**src/rtl/exception_vector_fetch.sv**
```systemverilog
// Exception vector fetch sequencer: latches an exception cause, reads the vector
// byte from memory, writes EPC and then steers the PC extender to the vector.
module exception_vector_fetch #(
    parameter logic [31:0] VEC_BASE    = 32'd253,
    parameter int unsigned MEM_LATENCY = 1
) (
    input  logic        clk,
    input  logic        reset,
    input  logic        exc_opcode,
    input  logic        exc_overflow,
    input  logic        exc_div0,
    input  logic [31:0] pc_in,
    input  logic [31:0] mem_data_in,
    output logic [31:0] mem_addr,
    output logic        mem_rd,
    output logic [7:0]  memory_byte,
    output logic        control_bit,
    output logic [31:0] epc_out,
    output logic        epc_wr,
    output logic        pc_wr,
    output logic [1:0]  exc_code,
    output logic        busy
);

    typedef enum logic [1:0] {
        S_IDLE,
        S_REQ,
        S_WAIT,
        S_JUMP
    } state_t;

    localparam logic [2:0] CNT_LOAD = 3'(MEM_LATENCY - 1);

    state_t     state, state_nxt;
    logic [2:0] cnt;
    logic       any_exc;
    logic [1:0] cause;
    logic       wait_done;
    logic       unused_data;

    assign unused_data = ^mem_data_in[31:8];
    assign any_exc     = exc_opcode | exc_overflow | exc_div0;
    // Fixed priority; lower-priority simultaneous requests are simply dropped.
    assign cause       = exc_opcode ? 2'd0 : (exc_overflow ? 2'd1 : 2'd2);
    assign wait_done   = (state == S_WAIT) && (cnt == 3'd0);

    always_ff @(posedge clk or negedge reset) begin
        if (!reset) begin
            state <= S_IDLE;
        end else begin
            state <= state_nxt;
        end
    end

    always_comb begin
        state_nxt   = state;
        mem_rd      = 1'b0;
        epc_wr      = 1'b0;
        pc_wr       = 1'b0;
        control_bit = 1'b0;
        busy        = 1'b1;
        unique case (state)
            S_IDLE: begin
                busy = 1'b0;
                if (any_exc) state_nxt = S_REQ;
            end
            S_REQ: begin
                mem_rd    = 1'b1;
                epc_wr    = 1'b1;
                state_nxt = S_WAIT;
            end
            S_WAIT: begin
                if (wait_done) state_nxt = S_JUMP;
            end
            S_JUMP: begin
                control_bit = 1'b1;
                pc_wr       = 1'b1;
                state_nxt   = S_IDLE;
            end
            default: state_nxt = S_IDLE;
        endcase
    end

    // Counter preloads on REQ exit so WAIT spans exactly MEM_LATENCY cycles.
    always_ff @(posedge clk or negedge reset) begin
        if (!reset) begin
            cnt <= '0;
        end else if (state == S_REQ) begin
            cnt <= CNT_LOAD;
        end else if (state == S_WAIT && cnt != 3'd0) begin
            cnt <= cnt - 3'd1;
        end
    end

    always_ff @(posedge clk or negedge reset) begin
        if (!reset) begin
            mem_addr    <= '0;
            epc_out     <= '0;
            exc_code    <= '0;
            memory_byte <= '0;
        end else begin
            if (state == S_IDLE && any_exc) begin
                exc_code <= cause;
                mem_addr <= VEC_BASE + {30'd0, cause};
                epc_out  <= pc_in - 32'd4;
            end
            if (wait_done) begin
                memory_byte <= mem_data_in[7:0];
            end
        end
    end

endmodule
```
**config.mk**
```make
export PLATFORM = sky130hd
export DESIGN_NAME = exception_vector_fetch
export DESIGN_NICKNAME = d
export VERILOG_FILES = /design/src/rtl/exception_vector_fetch.sv
export SDC_FILE = /design/constraint.sdc
export NUM_CORES = 1
export LEC_CHECK = 0
export BUFFER_PORTS_ARGS = -buffer_cell sky130_fd_sc_hd__clkbuf_2
export CORE_AREA = 5 5 82 84
export DETAILED_ROUTE_END_ITERATION = 12
export DIE_AREA = 0 0 87 89
export PLACE_DENSITY = 0.84
export SYNTH_ARGS = -nofsm -noshare
export SYNTH_HDL_FRONTEND = slang
export SYNTH_SLANG_ARGS = --single-unit
```
**constraint.sdc**
```tcl
create_clock -name clk -period 4.55 [get_ports clk]
set_input_delay 0.455 -clock clk [delete_from_list [all_inputs] [get_ports clk]]
set_output_delay 0.455 -clock clk [all_outputs]
set_load 0.05 [all_outputs]
```
==> results of run 1 <==
## layer usage
metal | wire (µm) | global-route usage | up-vias
li1 | - | - | 1160
met1 | 2780 | 0.208 | 1117
met2 | 3190 | 0.300 | 90
met3 | 589 | 0.0470 | 8
met4 | 70 | 0.0453 | 0
met5 | 0 | 0 | -
## metrics by stage
| stage | setup slack, ns | instances |
|---|---|---|
| 3_5_place_dp | 1.63 | 454 |
| 2_1_floorplan | 2.39 | 318 |
| 3_3_place_gp | 1.73 | 454 |
| 5_1_grt | 1.78 | 462 |
| 4_1_cts | 1.98 | 462 |
| 6_report | 2.00 | 462 |
## kinds of logic after synthesis
| kind of cell | after synthesis |
|---|---|
| xor+xnor | 14 |
| mux | 9 |
| flops | 51 |
| buf+inv | 52 |
| compound gates | 54 |
| other cells | 1 |
| fa+ha+maj | 8 |
| simple gates | 107 |
## sequential cells by signal, summed over array words and instances (netlist names)
signal,cells
cnt,3
epc_out,32
mem_addr,4
memory_byte,8
exc_code,2
state,2
## power groups by stage
stage / sequential, mW / combinational [mW] / clock, mW
floorplan: 1.46 / 0.637 / 0
global placement: 0.781 / 1.63 / 0
detailed placement: 0.792 / 1.66 / 0
CTS: 0.784 / 1.66 / 0.335
global route: 0.809 / 1.75 / 0.354
finish: 0.781 / 1.64 / 0.327
## cell usage in the layout (no fill, tap or decap), drive strengths merged
cell type    n
a21oi        4
a31o         1
clkbuf     106
a31oi       12
ha           8
o31ai        7
nor2        22
dfrtp       51
or2          4
nor3b        1
xor2         9
xnor2        5
or4          7
nand3        3
nand4b       1
nor4         3
o21ba        1
nand2       38
o21a         1
o311ai       1
and4         1
nand4        6
nand3b       1
o21ai       23
o41ai        1
conb        23
nor3         7
clkinv       1
bufinv       1
or3          9
nor2b        3
mux2         9
o22a         1
inv          9
o31a         1
buf          4
a211oi       1
or4b         1
## cell type report
type | instances | area share
clock inverter | 2 | 0.0104
multi-input combinational | 215 | 0.389
tap | 75 | 0.0280
sequential | 51 | 0.380
clock buffer | 6 | 0.0246
inverter | 9 | 0.0101
timing repair buffer | 104 | 0.158
## final timing paths
kind | endpoint | slack, ns | cells past startpoint | startpoint
setup reg to reg | epc_out[30] | 2.62 | 7 | state[0]
hold / removal | cnt[2] | 0.26 | 2 | reset
min in group clk | epc_out[1] | 0.35 | 3 | pc_in[1]
hold reg to reg | epc_out[5] | 0.47 | 2 | epc_out[5]
max in group asynchronous | epc_out[10] | 3.86 | 2 | reset
setup / recovery | epc_out[20] | 2.00 | 7 | pc_in[2]
==> results.md, run 1 <==
| Parameter | Value | Unit |
|---|---|---|
| Vias in the first global route | 2269 | - |
| Final critical-path required period | 2.55 | ns |
| Number of iterations in the first detailed-routing pass | 4 | - |
| Maximum fanout count along the critical path | 14 | - |
| Post-Synth Simple-Gate Area | 0.195 | - |
| Maximum number of pins on one net before global-route repair | 52 | - |
| Die ar. | 7740 | µm² |
| Number of synthesized register bits | 51 | - |
| Wire length of the first global-routing pass | 10600 | µm |
| Outcome | finished, final reports clean | - |
| Most frequent cells after synthesis | 51 x dfrtp_1, 38 x nand2_1, 30 x buf_4 | - |
| Inserted Diodes | 0 | - |
| Final #Nets | 463 | - |
| Area Growth Syn to Fin | 19.9 | % |
| Layout Cell Area excl Fill | 3360 | µm² |
| Clk network pwr share | 0.119 | - |
| Number of failing hold endpoints at the final stage | 0 | - |
| Core footprint | 5850 | µm² |
| Static leakage | 1.60 | nW |
| Slew at the pin with the worst max-slew slack | 0.790 | ns |
| Detail Placement HPWL | 5200 | µm |
| Maximum achievable frequency | 392 | MHz |
| Number of max-cap violations | 0 | - |
| Area post-placement | 3240 | µm² |
| Yosys cell types | 43 | - |
| Final TNS setup | 0 | ns |
| Number of antenna violations at the first check in global routing | 0 | - |
| Num CTS Buffers | 5 | - |
| Source-to-sink clock delay at the later pin of the worst-skew pair | 0.30 | ns |
| Crit-path leading delay family | simple AND/OR/NAND/NOR gates | - |
| Number of routed nets with antenna violations | 0 | - |
| Largest cells by area after synthesis | dfrtp_1 46%, buf_4 8.0%, nand2_1 5.1% | - |
| Sinks on Clock Net | 51 | - |
| NetSw | 1.55 | mW |
| # IOs | 148 | - |
| Number of cells produced by synthesis | 296 | - |
| VDD IR-drop max | 0.524 | mV |
| Number of H-tree levels | 2 | - |
| Via total after detailed routing | 2375 | - |
| Kind of end point of the critical path | register | - |
| Horiz. Die Dim | 87 | µm |
| Setup repair after global routing missed its margin | no | - |
| Hold buffers post-CTS | 0 | - |
| YS warnings | 0 | - |
| Synthesized area | 2800 | µm² |
| Worst path max stage delay | 0.77 | ns |
| Final setup violation count | 0 | - |
| Final design utilization | 0.574 | - |
| Path type of the worst setup path | in -> reg | - |
| Area of all sequential standard cells | 1280 | µm² |
| Relative slew slack | 0.469 | - |
| DRC | 0 | - |
| Post-synthesis share of cell area spent on xor and xnor gates | 0.0438 | - |
| Cell at the root of the clock tree | clkbuf_8 | - |
| TritonCTS clock tree | yes | - |
| Period Utilization, post-route | 0.561 | - |
| Count of port buffers added during placement | 100 | - |
| Power share of the combinational group | 0.597 | - |
| Critical path data required time | 4.77 | ns |
| Via/cell ratio | 5.14 | - |
| Fraction of power spent switching nets | 0.562 | - |
| Total chip power | 2.75 | mW |
| Pint | 1.20 | mW |
| Share of flip-flops with an asynchronous set or reset | 1.00 | - |
| Postcts setup bufs | 0 | - |
| Effective utilization at floorplan | 0.478 | - |
| DRC violation total after the first TritonRoute iteration | 52 | - |
| Max Transition Viols Final | 0 | - |
| Hold slack | 0.259 | ns |
| Die Ht | 89 | µm |
| Slowest cell on crit path | or4_2 | - |
| Fraction of post-synthesis cell area in the top cell type by area | 0.456 | - |
| RD Place Congestion | 0.821 | - |
| Tightest Hold Check Type | in -> async | - |
| Syn avg cell area | 9.46 | µm² |
| Dominant cell type by area after synthesis | dfrtp_1 | - |
| Number of enable flip-flop cells after synthesis | 0 | - |
| Maximum count of clock buffers along a single path | 2 | - |
| Synthesized-area fraction occupied by adder cells | 0.0358 | - |
| Count of filler cells inserted in the layout | 552 | - |
| Total area of multi-input combinational cells | 1310 | µm² |
| Power per cell area | 819 | nW/µm² |
| Kind of launch point of the worst setup path | input port | - |
| Chain of cells forming the critical path | clkbuf_2 > inv_1 > ha_1 > nor3b_2 > nand4_1 > or4_2 > a31oi_1 | - |
| Combinational family with the most area after synthesis | simple AND/OR/NAND/NOR gates | - |
| Most numerous cell in the Yosys netlist | dfrtp_1 | - |
| Total global routing overflow | 0 | - |
| Commonest register cell after synthesis | dfrtp_1 | - |
| Cell Rows | 28 | - |
| Arrival @ worst endpoint | 2.78 | ns |
| Multiplexer area fraction after synthesis | 0.0362 | - |
| Number of buffers and inverters on the critical path | 2 | - |
| Clock Skews | 0.00453 | ns |
| Detailed Route WL | 6630 | µm |
| Sequential area share after synthesis | 0.456 | - |
| Compound-cell area share of the yosys netlist | 0.118 | - |
| Share of post-route cells with drive strength above 1 | 0.349 | - |
| Post-cts repair resize count | 0 | - |
| Combined global-route utilization of all metal layers | 0.171 | - |
| Register clock-pin slew on the reported worst setup and hold paths | 0.09 | ns |
| Sequential share of power | 0.284 | - |
| Routed len/inst | 14.3 | µm |
(Power assumes the default switching activity.)
==> inputs of run 2 (changes only) <==
--- a/config.mk
+++ b/config.mk
@@ -5,11 +5,12 @@
 export SDC_FILE = /design/constraint.sdc
 export NUM_CORES = 1
 export LEC_CHECK = 0
+export ABC_AREA = 1
 export BUFFER_PORTS_ARGS = -buffer_cell sky130_fd_sc_hd__clkbuf_2
-export CORE_AREA = 5 5 82 84
+export CORE_AREA = 5 5 92 94
 export DETAILED_ROUTE_END_ITERATION = 12
-export DIE_AREA = 0 0 87 89
-export PLACE_DENSITY = 0.84
+export DIE_AREA = 0 0 97 99
+export PLACE_DENSITY = 0.75
 export SYNTH_ARGS = -nofsm -noshare
 export SYNTH_HDL_FRONTEND = slang
 export SYNTH_SLANG_ARGS = --single-unit
==> constraint.sdc (replaced) <==
create_clock -name clk -period 2.2 [get_ports clk]
set_input_delay 0.22 -clock clk [delete_from_list [all_inputs] [get_ports clk]]
set_output_delay 0.22 -clock clk [all_outputs]
set_load 0.05 [all_outputs]
==> run 2 against run 1 <==
  * Clock skew is 0.0014 ns higher
  * Via count is 14% higher
  * Worst hold slack worse by 0.15 ns
  * Utilization is 9.2 points lower
  * Synthesized area is 9.3% higher
==> results.md, run 2 <==
| Parameter | Value | Unit |
|---|---|---|
| Most numerous cell in the Yosys netlist | nand2_1 | - |
| Outcome | finished, final reports clean | - |
| Synthesized area | 3060 | µm² |
| Syn avg cell area | 7.80 | µm² |
| Number of routed nets with antenna violations | 0 | - |
| Sequential share of power | 0.289 | - |
| Number of H-tree levels | 2 | - |
| Register containing the most flip-flops in the final layout | epc_out | - |
| Number of synthesized register bits | 51 | - |
| Power per cell area | 1500 | nW/µm² |
| NetSw | 3.15 | mW |
| Kind of launch point of the worst setup path | register | - |
| Setup repair after global routing missed its margin | no | - |
| Final critical-path required period | 1.62 | ns |
| Commonest register cell after synthesis | dfrtp_1 | - |
| Arrival @ worst endpoint | 1.40 | ns |
| Number of cells produced by synthesis | 392 | - |
| Register clock-pin slew on the reported worst setup and hold paths | 0.09 | ns |
| DRC violation total after the first TritonRoute iteration | 69 | - |
| TritonCTS clock tree | yes | - |
| Cell at the root of the clock tree | clkbuf_8 | - |
| Vias in the first global route | 2712 | - |
| Dominant cell type by area after synthesis | dfrtp_1 | - |
| Total area of multi-input combinational cells | 1490 | µm² |
| Path type of the worst setup path | reg -> out | - |
| Effective utilization at floorplan | 0.404 | - |
| Kind of end point of the critical path | output pin | - |
| Final setup violation count | 0 | - |
| Cell Rows | 32 | - |
| Tightest Hold Check Type | in -> reg | - |
| Maximum fanout count along the critical path | 3 | - |
| Fraction of post-synthesis cell area in the top cell type by area | 0.417 | - |
| Via/cell ratio | 4.56 | - |
| Combined global-route utilization of all metal layers | 0.156 | - |
| RD Place Congestion | 0.904 | - |
| Largest cells by area after synthesis | dfrtp_1 42%, nand2_1 14%, buf_4 7.4% | - |
| Flip-flop count of the largest register after layout | 32 | - |
| Count of port buffers added during placement | 100 | - |
| Routed len/inst | 12.5 | µm |
| Number of enable flip-flop cells after synthesis | 0 | - |
| Detailed Route WL | 7390 | µm |
| Via total after detailed routing | 2705 | - |
| # IOs | 148 | - |
| Most frequent cells after synthesis | 113 x nand2_1, 56 x nor2_1, 51 x dfrtp_1 | - |
| Clk network pwr share | 0.101 | - |
| Postcts setup bufs | 0 | - |
| Number of failing hold endpoints at the final stage | 0 | - |
| Maximum count of clock buffers along a single path | 2 | - |
| Cell count of the worst hold path | 3 | - |
| Share of post-route cells with drive strength above 1 | 0.287 | - |
| Area of all sequential standard cells | 1280 | µm² |
| Die ar. | 9600 | µm² |
| Slew at the pin with the worst max-slew slack | 0.696 | ns |
| Final TNS setup | 0 | ns |
| Max Transition Viols Final | 0 | - |
| Area Growth Syn to Fin | 19.3 | % |
| R2r worst-path depth | 5 | - |
| Period Utilization, post-route | 0.735 | - |
| YS warnings | 0 | - |
| DRC | 0 | - |
| Detail Placement HPWL | 6150 | µm |
| Pint | 2.33 | mW |
| Number of antenna violations at the first check in global routing | 0 | - |
| Number of iterations in the first detailed-routing pass | 4 | - |
| Num CTS Buffers | 5 | - |
| Die Ht | 99 | µm |
| Top Registers | epc_out: 32 flops, memory_byte: 8 flops, mem_addr: 4 flops | - |
| Share of flip-flops with an asynchronous set or reset | 1.00 | - |
| Fraction of power spent switching nets | 0.574 | - |
| Core footprint | 7570 | µm² |
| Top library cells by usage in the layout, fill and taps aside | 113 x nand2_1, 100 x clkbuf_2, 56 x nor2_1 | - |
| Clock Skews | 0.00589 | ns |
| Relative slew slack | 0.536 | - |
| Maximum achievable frequency | 619 | MHz |
| Total global routing overflow | 0 | - |
| Hold slack | 0.111 | ns |
| Maximum number of pins on one net before global-route repair | 39 | - |
| VDD IR-drop max | 0.541 | mV |
| Sequential area share after synthesis | 0.417 | - |
| Power share of the combinational group | 0.610 | - |
| Most common cell after layout, fill and taps aside | nand2_1 | - |
| Count of filler cells inserted in the layout | 770 | - |
| Wire length of the first global-routing pass | 12500 | µm |
| Final #Nets | 567 | - |
| Critical path data required time | 1.98 | ns |
| Horiz. Die Dim | 97 | µm |
| Sinks on Clock Net | 51 | - |
| Source-to-sink clock delay at the later pin of the worst-skew pair | 0.30 | ns |
| Number of max-cap violations | 0 | - |
| Static leakage | 1.93 | nW |
| Inserted Diodes | 0 | - |
| Yosys cell types | 28 | - |
run 2: cell types whose count changed after synthesis, moves of 6 or more:
cell,change
nand3_1,+13
a31oi_1,-11
inv_1,+21
or3_1,-7
o31ai_1,-7
nor3_1,-7
nand2_2,+8
o21ai_0,-13
nand2_1,+75
clkbuf_1,-11
o21ai_1,+12
nor2_2,+6
nor2_1,+34
run 2: layout make-up:
type	instances	share of cell area
Clock inverter	3	0.00652
Multi-Input combinational cell	296	0.409
Sequential cell	51	0.350
Tap cell	102	0.0350
Clock buffer	5	0.0189
Inverter	30	0.0309
Timing Repair Buffer	106	0.150
run 2: per-layer routing:
layer,wire [µm],vias to the layer above,global-route usage
met1,3250,1227,0.195
met3,613,4,0.0488
met5,0,-,0
li1,-,1378,-
met2,3470,96,0.267
met4,56,0,0.0281
run 2: worst paths after layout:
path / to / start / slack, ns
setup / recovery: busy / state[0] / 0.58
hold / removal: epc_out[0] / pc_in[0] / 0.11
setup reg to reg: memory_byte[4] / cnt[0] / 0.66
hold reg to reg: epc_out[0] / epc_out[0] / 0.49
max in group asynchronous: memory_byte[6] / reset / 1.07
min in group asynchronous: epc_out[16] / reset / 0.48
run 2: per-stage QoR:
| step | setup WS [ns] | instances | util | power [mW] | area [µm²] |
|---|---|---|---|---|---|
| 2_1_floorplan | 0.725 | 414 | - | 4.27 | 3140 |
| 3_3_place_gp | 0.691 | 584 | 0.469 | 4.94 | 3550 |
| 3_5_place_dp | 0.652 | 584 | 0.469 | 4.99 | 3550 |
| 4_1_cts | 0.570 | 593 | 0.482 | 5.56 | 3650 |
| 5_1_grt | 0.499 | 593 | 0.482 | 5.84 | 3650 |
| 6_report | 0.583 | 593 | 0.482 | 5.48 | 3650 |
run 2: repair_timing:
action                    CTS  global route
hold buffers                1             0
hold endpoints to repair   26             0
resized for setup           0             0
run 2: power groups by stage:
stage | registers [mW] | logic, mW | clock network, mW
floorplan | 3.02 | 1.25 | 0
global placement | 1.60 | 3.34 | 0
detailed placement | 1.61 | 3.38 | 0
CTS | 1.59 | 3.39 | 0.576
global route | 1.65 | 3.58 | 0.618
finish | 1.59 | 3.35 | 0.551
run 2: critical path, stage by stage (launching register included):
cell and delay [ns]:
dfrtp_1 0.39, inv_1 0.09, ha_1 0.23, inv_1 0.11
clkbuf_2 0.29
run 2: cell families (layout without fill, tap and decap cells):
| group | after synthesis | after routing | share of synthesized area |
|---|---|---|---|
| fa+ha+maj | 8 | 8 | 0.0327 |
| flops | 51 | 51 | 0.417 |
| xor+xnor | 12 | 12 | 0.0344 |
| compound gates | 35 | 35 | 0.0642 |
| simple gates | 210 | 210 | 0.299 |
| mux | 8 | 8 | 0.0295 |
| buf+inv | 67 | 144 | 0.122 |
| other cells | 1 | 23 | 0.00123 |
==> inputs of run 3 (changes only) <==
==> constraint.sdc (replaced) <==
create_clock -name clk -period 1.45 [get_ports clk]
set_input_delay 0.145 -clock clk [delete_from_list [all_inputs] [get_ports clk]]
set_output_delay 0.145 -clock clk [all_outputs]
set_load 0.05 [all_outputs]
==> run 3 against run 2 <==
  * Worst setup slack worse by 0.55 ns
  * Register-to-register slack worse by 0.60 ns
  * Sequential share of layout area down 1.6 points
  * Utilization up 2.3 points
  * Critical path depth down 1
  * First-iteration DRC count up 58%
  * Combinational power up 61%
  * Total power up 61%
  * Non-clock buffer count up 3
  * Flip-flop and latch count unchanged
  * Critical endpoint is now epc_wr
  * Largest power group unchanged
==> results.md, run 3 (synthesis gave the netlist of run 2 again) <==
| Parameter | Value | Unit |
|---|---|---|
| Tightest Hold Check Type | in -> reg | - |
| Core footprint | 7570 | µm² |
| Power share of the combinational group | 0.611 | - |
| Hold slack | 0.0320 | ns |
| Count of filler cells inserted in the layout | 767 | - |
| Area post-placement | 3600 | µm² |
| Pint | 3.93 | mW |
| Number of H-tree levels | 2 | - |
| DRC violation total after the first TritonRoute iteration | 109 | - |
| Count of port buffers added during placement | 100 | - |
| Effective utilization at floorplan | 0.404 | - |
| FF-to-FF setup slack | 0.06 | ns |
| Detailed Route WL | 7740 | µm |
| Via/cell ratio | 4.59 | - |
| Flip-flop count of the largest register after layout | 32 | - |
| Final #Nets | 570 | - |
| Period Utilization, post-route | 0.977 | - |
| Register containing the most flip-flops in the final layout | epc_out | - |
| Layout Cell Area excl Fill | 3820 | µm² |
| Final design utilization | 0.505 | - |
| Static leakage | 1.98 | nW |
| Area Growth Syn to Fin | 24.9 | % |
| Top Registers | epc_out: 32 flops, memory_byte: 8 flops, mem_addr: 4 flops | - |
| Slowest cell on crit path | dfrtp_1 | - |
| Maximum count of clock buffers along a single path | 2 | - |
| Worst path max stage delay | 0.42 | ns |
| Number of failing hold endpoints at the final stage | 0 | - |
| Crit-path leading delay family | flip-flops | - |
| Top library cells by usage in the layout, fill and taps aside | 112 x nand2_1, 95 x clkbuf_2, 54 x nor2_1 | - |
| Max Transition Viols Final | 0 | - |
| Vias in the first global route | 2644 | - |
| Final TNS setup | 0 | ns |
| Cell count of the worst hold path | 3 | - |
| Routed len/inst | 13.0 | µm |
| Number of iterations in the first detailed-routing pass | 4 | - |
| DRC | 0 | - |
| Arrival @ worst endpoint | 1.27 | ns |
| Number of max-cap violations | 0 | - |
| Sinks on Clock Net | 51 | - |
| Dpl cells | 587 | - |
| Critical path data required time | 1.31 | ns |
| RD Place Congestion | 0.913 | - |
| Num CTS Buffers | 5 | - |
| Total chip power | 8.82 | mW |
| Clk network pwr share | 0.115 | - |
| Kind of launch point of the worst setup path | register | - |
| Fraction of power spent switching nets | 0.554 | - |
| Outcome | finished, final reports clean | - |
| Wire length of the first global-routing pass | 12500 | µm |
| Sequential share of power | 0.274 | - |
| # IOs | 148 | - |
| Share of post-route cells with drive strength above 1 | 0.328 | - |
| Via total after detailed routing | 2736 | - |
| Number of buffers and inverters on the critical path | 2 | - |
| Register clock-pin slew on the reported worst setup and hold paths | 0.10 | ns |
| Die ar. | 9600 | µm² |
| Most common cell after layout, fill and taps aside | nand2_1 | - |
| Maximum number of pins on one net before global-route repair | 52 | - |
| Source-to-sink clock delay at the later pin of the worst-skew pair | 0.30 | ns |
| VDD IR-drop max | 0.977 | mV |
| Worst setup slack after layout | 0.0336 | ns |
| Number of routed nets with antenna violations | 0 | - |
| Detail Placement HPWL | 6110 | µm |
| Maximum achievable frequency | 706 | MHz |
| Setup repair after global routing missed its margin | yes | - |
| Path type of the worst setup path | reg -> out | - |
| Setup Slack @ Placement | -0.0670 | ns |
| Number of antenna violations at the first check in global routing | 0 | - |
| Cell at the root of the clock tree | clkbuf_8 | - |
| Clock Skews | 0.00780 | ns |
| NetSw | 4.89 | mW |
| Combined global-route utilization of all metal layers | 0.157 | - |
| Hold EP | epc_out[0] | - |
| Kind of end point of the critical path | output pin | - |
| Beginning of the worst register-to-register path | cnt[0] | - |
| Chain of cells forming the critical path | inv_2 > ha_2 > clkbuf_8 | - |
| Die Ht | 99 | µm |
| Maximum fanout count along the critical path | 4 | - |
| Inserted Diodes | 0 | - |
| RR Endpoint | cnt[1] | - |
| Fin cells | 596 | - |
| Horiz. Die Dim | 97 | µm |
| Cell Rows | 32 | - |
| Min-delay src | pc_in[0] | - |
| TritonCTS clock tree | yes | - |
| Final setup violation count | 0 | - |
| Final critical-path required period | 1.42 | ns |
| R2r worst-path depth | 6 | - |
| Power per cell area | 2310 | nW/µm² |
| Total global routing overflow | 0 | - |
| Postcts setup bufs | 0 | - |
==> run 3: per-layer routing <==
layer | part of all wire | wire [µm] | vias up | GRT usage
met2 | 0.50 | 3850 | 109 | 0.270
met1 | 0.42 | 3260 | 1234 | 0.199
met4 | 0.010 | 79 | 0 | 0.0378
li1 | - | - | 1385 | -
met3 | 0.071 | 553 | 8 | 0.0368
met5 | 0 | 0 | - | 0
==> run 3: layout make-up <==
cell class,instances,area [µm²],share of cell area
multi-input cells,296,1560,0.407
flip-flops and latches,51,1280,0.334
repair buffers,109,628,0.164
well taps,102,128,0.0334
inverters,30,116,0.0305
clock buffers,5,68.8,0.0180
clock inverters,3,46.3,0.0121
==> run 3: worst max-delay path by stage <==
| stage | from | end | cells past startpoint |
|---|---|---|---|
| floorplan | state[0] | state[1] | 6 |
| global placement | cnt[0] | memory_byte[4] | 5 |
| detailed placement | cnt[0] | memory_byte[7] | 5 |
| CTS | state[1] | busy | 4 |
| global route | cnt[0] | cnt[1] | 6 |
| finish | state[1] | epc_wr | 3 |
==> run 3: worst register-to-register path, stage by stage, from the launching register on <==
cell and delay [ns]:
dfrtp_1 0.38, inv_1 0.07, ha_2 0.20, ha_4 0.16, nor2_2 0.05, or2_2 0.32
o22ai_2 0.15
==> run 3: what timing repair did <==
item | 4_1_cts | 5_1_grt
setup endpoints to repair | 17 | 36
endpoints found under the hold margin | 51 | 0
hold buffers | 1 | 0
gates resized for setup | 8 | 25
pin swaps | 0 | 1
==> run 3: power by group through the flow <==
stage	Sequential (mW)	Clock [mW]	Combinational, mW
2_1_floorplan	4.58	0	1.92
3_3_place_gp	2.42	0	5.18
3_5_place_dp	2.45	0	5.25
4_1_cts	2.43	1.06	5.34
5_1_grt	2.51	1.12	5.70
6_report	2.42	1.01	5.39
